--- src/rtl/load_ins_dedup_queue.sv ---
// Load-instruction FIFO between scheduler and load_ins_parser; optionally merges back-to-back
// identical instructions (masked key) into the tail entry. Merge logic enabled by LOAD_INS_DEDUP_EN.
module load_ins_dedup_queue #(
    parameter int INS_LEN = 96,
    parameter int DEPTH   = 4,
    parameter int REP_W   = 4,
    parameter int CNT_W   = 16,
    parameter logic [INS_LEN-1:0] KEY_MASK =
        {32'hFFFF_FFFF, 2'b0, 12'hFFF, 16'hFFFF, 14'b0, 8'hFF, 12'hFFF}
) (
    input  logic                       clk,
    input  logic                       rst,
    input  logic [INS_LEN-1:0]         s_ins_data,
    input  logic                       s_ins_valid,
    output logic                       s_ins_ready,
    output logic [INS_LEN-1:0]         m_ins_data,
    output logic                       m_ins_valid,
    input  logic                       m_ins_ready,
    output logic [REP_W-1:0]           m_ins_rep,
    input  logic                       flush,
    output logic [$clog2(DEPTH):0]     level,
    output logic [CNT_W-1:0]           dup_cnt
);

    localparam int PTR_W = $clog2(DEPTH);
    localparam int LVL_W = PTR_W + 1;

    logic [INS_LEN-1:0] mem [DEPTH];
    logic [PTR_W-1:0]   wr_ptr;
    logic [PTR_W-1:0]   rd_ptr;
    logic               full;
    logic               push;
    logic               pop;
    logic               wr_en;

    assign full        = (level == LVL_W'(DEPTH));
    assign s_ins_ready = !rst && !full && !flush;
    assign m_ins_valid = (level != '0);
    assign push        = s_ins_valid && s_ins_ready;
    assign pop         = m_ins_valid && m_ins_ready;
    assign m_ins_data  = mem[rd_ptr];

`ifdef LOAD_INS_DEDUP_EN
    logic [REP_W-1:0] rep_mem [DEPTH];
    logic [PTR_W-1:0] tail_ptr;
    logic             cand;
    logic             match;
    logic             rep_sat;
    logic             merge;

    function automatic logic [CNT_W-1:0] sat_inc(input logic [CNT_W-1:0] v);
        return (v == '1) ? v : v + CNT_W'(1);
    endfunction

    // The tail is only a merge target if it survives this cycle's pop.
    assign tail_ptr = wr_ptr - PTR_W'(1);
    assign cand     = (level != '0) && !((level == LVL_W'(1)) && pop);
    assign match    = ((s_ins_data & KEY_MASK) == (mem[tail_ptr] & KEY_MASK));
    assign rep_sat  = (rep_mem[tail_ptr] == '1);
    assign merge    = push && cand && match && !rep_sat;
    assign wr_en    = push && !merge;
    assign m_ins_rep = rep_mem[rd_ptr];

    always_ff @(posedge clk) begin
        if (rst || flush) begin
            for (int i = 0; i < DEPTH; i++) rep_mem[i] <= '0;
        end else if (merge) begin
            rep_mem[tail_ptr] <= rep_mem[tail_ptr] + REP_W'(1);
        end else if (wr_en) begin
            rep_mem[wr_ptr] <= '0;
        end
    end

    always_ff @(posedge clk) begin
        if (rst)
            dup_cnt <= '0;
        else if (merge)
            dup_cnt <= sat_inc(dup_cnt);
    end
`else
    assign wr_en     = push;
    assign m_ins_rep = '0;
    assign dup_cnt   = '0;
`endif

    always_ff @(posedge clk) begin
        if (rst) begin
            wr_ptr <= '0;
            rd_ptr <= '0;
            level  <= '0;
            for (int i = 0; i < DEPTH; i++) mem[i] <= '0;
        end else if (flush) begin
            wr_ptr <= '0;
            rd_ptr <= '0;
            level  <= '0;
        end else begin
            if (wr_en) begin
                mem[wr_ptr] <= s_ins_data;
                wr_ptr      <= wr_ptr + PTR_W'(1);
            end
            if (pop)
                rd_ptr <= rd_ptr + PTR_W'(1);
            level <= level + LVL_W'(wr_en) - LVL_W'(pop);
        end
    end

endmodule
--- config.mk ---
export PLATFORM = sky130hd
export DESIGN_NAME = load_ins_dedup_queue
export DESIGN_NICKNAME = d
export VERILOG_FILES = /design/src/rtl/load_ins_dedup_queue.sv
export SDC_FILE = /design/constraint.sdc
export NUM_CORES = 1
export LEC_CHECK = 0
export CAP_MARGIN = 20
export CORE_MARGIN = 2
export CORE_UTILIZATION = 30
export CTS_CLUSTER_DIAMETER = 50
export DETAILED_ROUTE_END_ITERATION = 6
export SLEW_MARGIN = 10
export SYNTH_ARGS = -nofsm -noshare
export SYNTH_HDL_FRONTEND = slang
export SYNTH_SLANG_ARGS = --single-unit
export TNS_END_PERCENT = 5
--- constraint.sdc ---
create_clock -name clk -period 8.6 [get_ports clk]
set_clock_uncertainty 0.2 [all_clocks]
set_input_delay 0.86 -clock clk [delete_from_list [all_inputs] [get_ports clk]]
set_output_delay 0.86 -clock clk [all_outputs]
set_load 0.005 [all_outputs]
==> flow_summary.html, run 1 <==
<table>
<tr><th>Metric</th><th>Value</th></tr>
<tr><th colspan="2">Critical path</th></tr>
<tr><td>Launch instance of the worst register-to-register path</td><td>level[1]$_SDFF_PP0_</td></tr>
<tr><td>Crit-path max FO</td><td>38</td></tr>
<tr><td>Arr. time, crit path</td><td>3.34 ns</td></tr>
<tr><td>Number of cells on the worst reg-to-reg path</td><td>4</td></tr>
<tr><td>Critical path startpoint category</td><td>flop</td></tr>
<tr><td>Data required time of the worst path</td><td>7.54 ns</td></tr>
<tr><td>Type of element capturing the critical path</td><td>output port</td></tr>
<tr><td>Endpoint of the most critical register-to-register path</td><td>mem[1][39]$_SDFFCE_PN0P_</td></tr>
<tr><td>Type of the worst setup path</td><td>reg -&gt; out</td></tr>
<tr><td>Slack of the worst reg-to-reg path</td><td>5.44 ns</td></tr>
<tr><th colspan="2">Floorplanning</th></tr>
<tr><td>DIE AREA</td><td>58800 sq um</td></tr>
<tr><td>Io pins</td><td>222</td></tr>
<tr><td>Height of the die</td><td>243 um</td></tr>
<tr><td>Number of standard-cell rows in the floorplan</td><td>87</td></tr>
<tr><td>Starting utilization of the core area</td><td>30.3%</td></tr>
<tr><td>Die Span X</td><td>243 um</td></tr>
<tr><td>Core Box Area</td><td>56300 sq um</td></tr>
<tr><th colspan="2">Route</th></tr>
<tr><td>Initial DRT Pass Iterations</td><td>4</td></tr>
<tr><td>Via count</td><td>9061</td></tr>
<tr><td>Routed length per placed instance</td><td>20.9 um</td></tr>
<tr><td>Wire length reported by the detailed router</td><td>41.8 mm</td></tr>
<tr><td>Number of DRC markers in iteration 0</td><td>593</td></tr>
<tr><td>Vias per cell</td><td>4.53</td></tr>
<tr><td>Post-detailed-route DRC marker count</td><td>0</td></tr>
<tr><td>Residual antenna-violating net count after detailed routing</td><td>0</td></tr>
<tr><th colspan="2">Clock tree</th></tr>
<tr><td>CTS H-Tree Depth</td><td>2</td></tr>
<tr><td>Inserted Clock Buffers</td><td>52</td></tr>
<tr><td>Cells resized by post-CTS repair</td><td>0</td></tr>
<tr><td>Number of buffers on the longest clock path</td><td>3</td></tr>
<tr><td>Number of sinks handled by clock tree synthesis</td><td>393</td></tr>
<tr><td>TritonCTS clock tree</td><td>built</td></tr>
<tr><td>Insertion delay to the later sink of the worst-skew pair</td><td>0.57 ns</td></tr>
<tr><td>Quantity of hold-fixing buffers added after cts</td><td>0</td></tr>
<tr><td>Root cell of the clock tree</td><td>sky130_fd_sc_hd__clkbuf_16</td></tr>
<tr><td>Post-CTS Repair Setup Buffers</td><td>0</td></tr>
<tr><td>Clk slew on worst S/H paths</td><td>0.06 ns</td></tr>
<tr><th colspan="2">Timing</th></tr>
<tr><td>Setup-violating endpoint count in the final report</td><td>0</td></tr>
<tr><td>Least-Margin Pin Slew</td><td>0.984 ns</td></tr>
<tr><td>Shortest clock period the worst path allows after layout</td><td>4.40 ns</td></tr>
<tr><td>Hold Fails Final Rpt</td><td>0</td></tr>
<tr><td>Sum of negative setup slack</td><td>0 ns</td></tr>
<tr><td>Top achievable clock speed</td><td>227 MHz</td></tr>
<tr><td>Final period util</td><td>51.2%</td></tr>
<tr><td>Pins over their slew limit</td><td>0</td></tr>
<tr><td>Worst-case headroom to the max-slew limit</td><td>34.4%</td></tr>
<tr><td>Setup repair after global routing missed its margin</td><td>false</td></tr>
<tr><th colspan="2">Global routing</th></tr>
<tr><td>Wire length of the first global-routing pass</td><td>62.2 mm</td></tr>
<tr><td>Met1 usage</td><td>18.3%</td></tr>
<tr><td>Top Usage Layer GRT</td><td>met2</td></tr>
<tr><td>Antenna violations before repair</td><td>3</td></tr>
<tr><td>Met2 GRT Util</td><td>24.0%</td></tr>
<tr><td>Largest net degree at the start of global routing</td><td>91</td></tr>
<tr><td>Via count of the first global-routing pass</td><td>9751</td></tr>
<tr><td>Met3 global-route usage</td><td>3.20%</td></tr>
<tr><td>GRT Residual Overflow</td><td>0</td></tr>
<tr><td>Total routing resource utilization after global routing</td><td>14.2%</td></tr>
<tr><th colspan="2">Synth</th></tr>
<tr><td>Number of warnings printed during yosys synthesis</td><td>0</td></tr>
<tr><td>Gate Count Post-Synth</td><td>996</td></tr>
<tr><td>Most instantiated cells after synthesis</td><td>sky130_fd_sc_hd__and2_1 (386), sky130_fd_sc_hd__edfxtp_1 (384), sky130_fd_sc_hd__mux4_2 (96), sky130_fd_sc_hd__clkbuf_1 (35), sky130_fd_sc_hd__buf_4 (20)</td></tr>
<tr><td>Area share of and/or/nand/nor cells after synthesis</td><td>15.2%</td></tr>
<tr><td>Count of unique library cells instantiated by Yosys</td><td>32</td></tr>
<tr><td>Summed instance area of the synthesized netlist</td><td>17100 sq um</td></tr>
<tr><td>Parity-gate share of the synthesized area counting xor and xnor cells</td><td>0.154%</td></tr>
<tr><td>Synthesized flop and latch total</td><td>393</td></tr>
<tr><td>Area share of the leading cell type in the synthesized netlist</td><td>67.6%</td></tr>
<tr><td>Most repeated cell in the gate-level netlist after synthesis</td><td>sky130_fd_sc_hd__and2_1</td></tr>
<tr><td>Commonest register cell after synthesis</td><td>sky130_fd_sc_hd__edfxtp_1</td></tr>
<tr><td>Fraction of the mapped netlist area in compound gates</td><td>0.191%</td></tr>
<tr><td>EDFF count, synth</td><td>384</td></tr>
<tr><td>Cell types with the largest area share after synthesis</td><td>sky130_fd_sc_hd__edfxtp_1 (68%), sky130_fd_sc_hd__and2_1 (14%), sky130_fd_sc_hd__mux4_2 (13%)</td></tr>
<tr><td>Sequential element share of the synthesized area</td><td>68.6%</td></tr>
<tr><td>Dominant combinational cell family by area after synthesis</td><td>simple AND/OR/NAND/NOR gates</td></tr>
<tr><td>Fraction of the mapped netlist area in adder cells</td><td>0.264%</td></tr>
<tr><td>Post-synth ARST share</td><td>0%</td></tr>
<tr><td>Mux share of post-synthesis cell area</td><td>12.7%</td></tr>
<tr><td>Syn avg cell area</td><td>17.1 sq um</td></tr>
<tr><td>Area leader, netlist</td><td>sky130_fd_sc_hd__edfxtp_1</td></tr>
<tr><th colspan="2">Layout</th></tr>
<tr><td>Share of final-layout standard cells stronger than drive strength 1</td><td>16.4%</td></tr>
<tr><td>Final cell utilization of the core</td><td>38.2%</td></tr>
<tr><td>Growth of design area from synthesis to finish</td><td>25.8%</td></tr>
<tr><td>Fill cell instance count of the final layout</td><td>5257</td></tr>
<tr><td>Layout Nets</td><td>1308</td></tr>
<tr><th colspan="2">Place</th></tr>
<tr><td>Final RePlAce weighted congestion</td><td>0.686</td></tr>
<tr><td>Count of buffers inserted at the top-level ports</td><td>201</td></tr>
<tr><td>HPWL after DPL</td><td>23.0 mm</td></tr>
<tr><th colspan="2">Worst hold path</th></tr>
<tr><td>Class of the worst hold path</td><td>reg -&gt; reg</td></tr>
<tr><td>Worst Hold Endpoint</td><td>rd_ptr[1]$_SDFFE_PP0P_</td></tr>
<tr><td>Launch point of the worst hold path</td><td>rd_ptr[1]$_SDFFE_PP0P_</td></tr>
<tr><td>Hold-critical path depth</td><td>2</td></tr>
<tr><th colspan="2">Pwr</th></tr>
<tr><td>Leakage</td><td>7.58 nW</td></tr>
<tr><td>Power density relative to cell area</td><td>214 nW/um^2</td></tr>
<tr><td>Maximum vdd drop</td><td>0.129 mV</td></tr>
<tr><th colspan="2">Flow run</th></tr>
<tr><td>Max capacitance violation total</td><td>0</td></tr>
<tr><th colspan="2">Outcome</th></tr>
<tr><td>Run status</td><td>completed</td></tr>
</table>
metrics by stage:
stage                     instances  power, mW  hold slack (ns)  instance area [sq um]  setup WS (ns)
after floorplan                1015       2.37            0.285                  17100           4.49
after detailed placement       1905       2.55            0.323                  19800           4.06
final                          2002       4.59            0.345                  21500           4.20
after global routing           2001       4.75            0.360                  21500           3.93
after CTS                      2000       4.66            0.346                  21500           4.04
after global placement         1905       2.55            0.318                  19800           4.01
state kept, by name, indices dropped and copies added (netlist names), named ones only:
| signal | flops |
|---|---|
| level | 3 |
| mem | 384 |
| rd_ptr | 2 |
| wr_ptr | 2 |
how the worst max path moves through the flow:
stage / from / endpoint / depth (start not counted) / slack, ns
after floorplan: rst / mem[3][0]$_DFFE_PP_ / 4 / 4.49
after global placement: rst / mem[3][53]$_DFFE_PP_ / 5 / 4.01
after detailed placement: rst / mem[3][6]$_DFFE_PP_ / 5 / 4.06
after CTS: flop / m_ins_data[87] / 3 / 4.04
after global routing: flop / m_ins_data[94] / 3 / 3.93
final: flop / m_ins_data[94] / 3 / 4.20
layout make-up:
| type | instances | area [sq um] | share of cell area [%] |
|---|---|---|---|
| clock buffer | 66 | 1420 | 6.59 |
| sequential | 393 | 11700 | 54.6 |
| antenna | 1 | 2.50 | 0.0117 |
| timing repair buffer | 218 | 2150 | 10.0 |
| multi-input combinational | 536 | 4970 | 23.1 |
| tap | 756 | 946 | 4.40 |
| clock inverter | 29 | 263 | 1.22 |
| inverter | 3 | 11.3 | 0.0524 |
per-layer routing:
| layer | share of wire [%] | wire, um |
|---|---|---|
| met1 | 43 | 18000 |
| met2 | 49 | 20500 |
| met3 | 5.7 | 2370 |
| met4 | 1.9 | 779 |
| met5 | 0.091 | 38 |
kinds of logic (layout without fill, tap and decap cells):
| group | after synthesis | count (layout) |
|---|---|---|
| compound gates | 4 | 4 |
| simple gates | 409 | 409 |
| other cells | 1 | 21 |
| mux | 97 | 97 |
| flops | 393 | 393 |
| buf+inv | 86 | 316 |
| fa+ha+maj | 3 | 3 |
| xor+xnor | 3 | 3 |
critical path, cell delays in order, from the launching register on:
cell and delay, ns:
sky130_fd_sc_hd__dfxtp_4 0.77, sky130_fd_sc_hd__buf_4 0.79, sky130_fd_sc_hd__mux4_2 0.66, sky130_fd_sc_hd__clkdlybuf4s50_1 0.49
report_power, final:
part           internal (mW)  leakage, nW  total, mW  switching, mW
registers               2.19         4.09       2.21         0.0224
logic                  0.154         2.69      0.295          0.141
clock network           1.24        0.807       2.08          0.844
total                   3.58         7.58       4.59           1.01
cells in the final DEF (no fill, tap or decap), types with 2 or more instances in the layout:
cell type / count
sky130_fd_sc_hd__dfxtp_1: 7
sky130_fd_sc_hd__dfxtp_4: 2
sky130_fd_sc_hd__inv_1: 3
sky130_fd_sc_hd__buf_4: 16
sky130_fd_sc_hd__nand2_1: 3
sky130_fd_sc_hd__inv_6: 4
sky130_fd_sc_hd__conb_1: 20
sky130_fd_sc_hd__clkinv_4: 7
sky130_fd_sc_hd__clkinv_1: 7
sky130_fd_sc_hd__nor3_1: 2
sky130_fd_sc_hd__xor2_1: 2
sky130_fd_sc_hd__clkinvlp_4: 4
sky130_fd_sc_hd__edfxtp_1: 384
sky130_fd_sc_hd__inv_8: 4
sky130_fd_sc_hd__clkbuf_8: 4
sky130_fd_sc_hd__and2_1: 386
sky130_fd_sc_hd__clkbuf_1: 9
sky130_fd_sc_hd__ha_1: 2
sky130_fd_sc_hd__nor2_1: 7
sky130_fd_sc_hd__clkbuf_16: 53
sky130_fd_sc_hd__or2_4: 3
sky130_fd_sc_hd__bufinv_16: 2
sky130_fd_sc_hd__clkdlybuf4s50_1: 201
sky130_fd_sc_hd__nor4_4: 2
sky130_fd_sc_hd__mux4_2: 96
Note: power is estimated with default switching activity, not from simulation.
==> inputs of run 2 (changes only) <==
==> constraint.sdc (replaced) <==
create_clock -name clk -period 3.55 [get_ports clk]
set_clock_uncertainty 0.2 [all_clocks]
set_input_delay 0.355 -clock clk [delete_from_list [all_inputs] [get_ports clk]]
set_output_delay 0.355 -clock clk [all_outputs]
set_load 0.005 [all_outputs]
==> flow_summary.html, run 2 (same netlist as run 1, synthesis figures left out) <==
<table>
<tr><th>Metric</th><th>Value</th></tr>
<tr><th colspan="2">Outcome</th></tr>
<tr><td>Run status</td><td>completed</td></tr>
<tr><th colspan="2">Place</th></tr>
<tr><td>Count of buffers inserted at the top-level ports</td><td>201 (unchanged)</td></tr>
<tr><td>Final RePlAce weighted congestion</td><td>0.680 (-0.92%)</td></tr>
<tr><td>Placed cell area</td><td>20100 sq um (+1.8%)</td></tr>
<tr><td>HPWL after DPL</td><td>22.7 mm (-1.4%)</td></tr>
<tr><td>Pre-CTS setup slack</td><td>0.301 ns (-3.76 ns)</td></tr>
<tr><th colspan="2">Critical path</th></tr>
<tr><td>Data required time of the worst path</td><td>2.99 ns (-4.55 ns)</td></tr>
<tr><td>Type of element capturing the critical path</td><td>output port</td></tr>
<tr><td>Number of cells on the worst reg-to-reg path</td><td>11 (+7)</td></tr>
<tr><td>Arr. time, crit path</td><td>2.40 ns (-0.94 ns)</td></tr>
<tr><td>Crit-path max FO</td><td>48 (+26%)</td></tr>
<tr><td>Endpoint of the most critical register-to-register path</td><td>level[2]$_SDFF_PP0_</td></tr>
<tr><td>Launch instance of the worst register-to-register path</td><td>level[2]$_SDFF_PP0_</td></tr>
<tr><td>Critical path startpoint category</td><td>flop</td></tr>
<tr><td>Type of the worst setup path</td><td>reg -&gt; out</td></tr>
<tr><td>Slack of the worst reg-to-reg path</td><td>0.76 ns (-4.68 ns)</td></tr>
<tr><th colspan="2">Worst hold path</th></tr>
<tr><td>Hold-critical path depth</td><td>2 (unchanged)</td></tr>
<tr><td>Launch point of the worst hold path</td><td>s_ins_data[42]</td></tr>
<tr><td>Worst Hold Endpoint</td><td>mem[1][42]$_SDFFCE_PN0P_</td></tr>
<tr><td>Class of the worst hold path</td><td>in -&gt; reg</td></tr>
<tr><th colspan="2">Global routing</th></tr>
<tr><td>Antenna violations before repair</td><td>6 (+3)</td></tr>
<tr><td>Total routing resource utilization after global routing</td><td>14.1% (-0.12 points)</td></tr>
<tr><td>Largest net degree at the start of global routing</td><td>98 (+7.7%)</td></tr>
<tr><td>Wire length of the first global-routing pass</td><td>61.8 mm (-0.61%)</td></tr>
<tr><td>GRT Residual Overflow</td><td>0 (unchanged)</td></tr>
<tr><td>Via count of the first global-routing pass</td><td>9828 (+0.79%)</td></tr>
<tr><th colspan="2">Clock tree</th></tr>
<tr><td>Inserted Clock Buffers</td><td>47 (-9.6%)</td></tr>
<tr><td>Number of sinks handled by clock tree synthesis</td><td>393 (unchanged)</td></tr>
<tr><td>Clk slew on worst S/H paths</td><td>0.06 ns (about the same)</td></tr>
<tr><td>Post-CTS Repair Setup Buffers</td><td>0 (unchanged)</td></tr>
<tr><td>TritonCTS clock tree</td><td>built</td></tr>
<tr><td>Insertion delay to the later sink of the worst-skew pair</td><td>0.57 ns (about the same)</td></tr>
<tr><td>Root cell of the clock tree</td><td>sky130_fd_sc_hd__clkbuf_16</td></tr>
<tr><td>Cells resized by post-CTS repair</td><td>0 (unchanged)</td></tr>
<tr><td>Quantity of hold-fixing buffers added after cts</td><td>0 (unchanged)</td></tr>
<tr><td>Number of buffers on the longest clock path</td><td>3 (unchanged)</td></tr>
<tr><td>CTS H-Tree Depth</td><td>2 (unchanged)</td></tr>
<tr><th colspan="2">Floorplanning</th></tr>
<tr><td>DIE AREA</td><td>58800 sq um (unchanged)</td></tr>
<tr><td>Number of standard-cell rows in the floorplan</td><td>87 (unchanged)</td></tr>
<tr><td>Core Box Area</td><td>56300 sq um (unchanged)</td></tr>
<tr><td>Starting utilization of the core area</td><td>30.3% (unchanged)</td></tr>
<tr><td>Io pins</td><td>222 (unchanged)</td></tr>
<tr><td>Height of the die</td><td>243 um (unchanged)</td></tr>
<tr><td>Die Span X</td><td>243 um (unchanged)</td></tr>
<tr><th colspan="2">Pwr</th></tr>
<tr><td>Cell-internal power</td><td>8.25 mW (+130%)</td></tr>
<tr><td>Sequential cell fraction of total power</td><td>50.8% (+2.6 points)</td></tr>
<tr><td>Power density relative to cell area</td><td>489 nW/um^2 (+130%)</td></tr>
<tr><td>Leakage</td><td>7.60 nW (+0.17%)</td></tr>
<tr><td>Clock power share</td><td>42.1% (-3.3 points)</td></tr>
<tr><td>Switching Share</td><td>21.6% (-0.33 points)</td></tr>
<tr><td>Maximum vdd drop</td><td>0.301 mV (+130%)</td></tr>
<tr><td>Switching power summed over all nets</td><td>2.28 mW (+130%)</td></tr>
<tr><td>Logic gate share of total power</td><td>7.1% (+0.7 points)</td></tr>
<tr><th colspan="2">Route</th></tr>
<tr><td>Residual antenna-violating net count after detailed routing</td><td>0 (unchanged)</td></tr>
<tr><td>Vias per cell</td><td>4.53 (+0.13%)</td></tr>
<tr><td>Post-detailed-route DRC marker count</td><td>0 (unchanged)</td></tr>
<tr><td>Wire length reported by the detailed router</td><td>40.8 mm (-2.3%)</td></tr>
<tr><td>Via count</td><td>9059 (-0.022%)</td></tr>
<tr><td>Number of DRC markers in iteration 0</td><td>609 (+2.7%)</td></tr>
<tr><td>Routed length per placed instance</td><td>20.4 um (-2.2%)</td></tr>
<tr><td>Initial DRT Pass Iterations</td><td>4 (unchanged)</td></tr>
<tr><th colspan="2">Timing</th></tr>
<tr><td>Final Worst Setup Slack</td><td>0.593 ns (-3.61 ns)</td></tr>
<tr><td>Sum of negative setup slack</td><td>0 ns (unchanged)</td></tr>
<tr><td>Pins over their slew limit</td><td>0 (unchanged)</td></tr>
<tr><td>Worst-case headroom to the max-slew limit</td><td>64.6% (+30 points)</td></tr>
<tr><td>Final period util</td><td>83.3%</td></tr>
<tr><td>Shortest clock period the worst path allows after layout</td><td>2.96 ns</td></tr>
<tr><td>Setup repair after global routing missed its margin</td><td>false</td></tr>
<tr><td>Least-Margin Pin Slew</td><td>0.532 ns (-0.452 ns)</td></tr>
<tr><td>Worst Hold Slack</td><td>0.305 ns (-0.0404 ns)</td></tr>
<tr><td>Setup-violating endpoint count in the final report</td><td>0 (unchanged)</td></tr>
<tr><td>Top achievable clock speed</td><td>338 MHz</td></tr>
<tr><td>Hold Fails Final Rpt</td><td>0 (unchanged)</td></tr>
<tr><th colspan="2">Layout</th></tr>
<tr><td>Final cell utilization of the core</td><td>38.3% (+0.14 points)</td></tr>
<tr><td>Post-route cell area</td><td>21600 sq um (+0.36%)</td></tr>
<tr><td>Registers with the most flip-flops</td><td>mem (384), level (3)</td></tr>
<tr><td>Growth of design area from synthesis to finish</td><td>26.3%</td></tr>
<tr><td>Fill cell instance count of the final layout</td><td>5249 (-0.15%)</td></tr>
<tr><td>Most common cell after layout, fill and taps aside</td><td>sky130_fd_sc_hd__and2_1</td></tr>
<tr><td>Number of flip-flops in the largest register</td><td>384 (unchanged)</td></tr>
<tr><td>Biggest register</td><td>mem</td></tr>
<tr><td>Most frequent cells in the layout</td><td>sky130_fd_sc_hd__and2_1 (386), sky130_fd_sc_hd__edfxtp_1 (384), sky130_fd_sc_hd__clkdlybuf4s50_1 (201)</td></tr>
<tr><td>Layout Nets</td><td>1313 (+0.38%)</td></tr>
<tr><td>Share of final-layout standard cells stronger than drive strength 1</td><td>15.9% (-0.52 points)</td></tr>
<tr><th colspan="2">Flow run</th></tr>
<tr><td>Max capacitance violation total</td><td>0 (unchanged)</td></tr>
</table>
## run 2: routing by layer
layer  wire, um  share of wire (%)  track usage [%]
met1      18000                 44             19.0
met4        784                1.9             3.50
met3       2510                6.1             3.37
met2      19400                 48             22.9
met5         45               0.11                0
## run 2: layout make-up
cell class	count	area [sq um]	area share (%)
sequential	393	11700	54.4
tap	756	946	4.39
timing repair buffer	228	2490	11.6
inverter	3	11.3	0.0522
clock inverter	26	185	0.859
clock buffer	56	1230	5.71
antenna	1	2.50	0.0116
multi-input combinational	536	4970	23.0
## run 2: worst max-delay path by stage
stage | end | depth (start not counted)
CTS | m_ins_data[89] | 3
global placement | level[2]$_SDFF_PP0_ | 12
finish | m_ins_data[89] | 3
global route | m_ins_data[86] | 3
detailed placement | level[2]$_SDFF_PP0_ | 12
floorplan | mem[0][0]$_SDFFCE_PN0P_ | 4
## run 2: stage by stage
step | power, mW | instances
after floorplan | 5.74 | 1015
after global placement | 6.20 | 1916
after global routing | 10.9 | 1998
after CTS | 10.7 | 1998
after detailed placement | 6.21 | 1916
final | 10.5 | 1999
## run 2: worst max-delay path: stages, from the launching register on
cell and delay [ns]:
sky130_fd_sc_hd__dfxtp_4 0.52, sky130_fd_sc_hd__buf_12 0.35, sky130_fd_sc_hd__mux4_2 0.36, sky130_fd_sc_hd__clkdlybuf4s50_1 0.57
## run 2: power by group through the flow
stage	logic, mW	clock network (mW)	registers [mW]
after detailed placement	0.767	0	5.45
after global placement	0.763	0	5.43
after CTS	0.772	4.57	5.35
final	0.751	4.43	5.35
after global routing	0.813	4.75	5.36
after floorplan	0.311	0	5.43
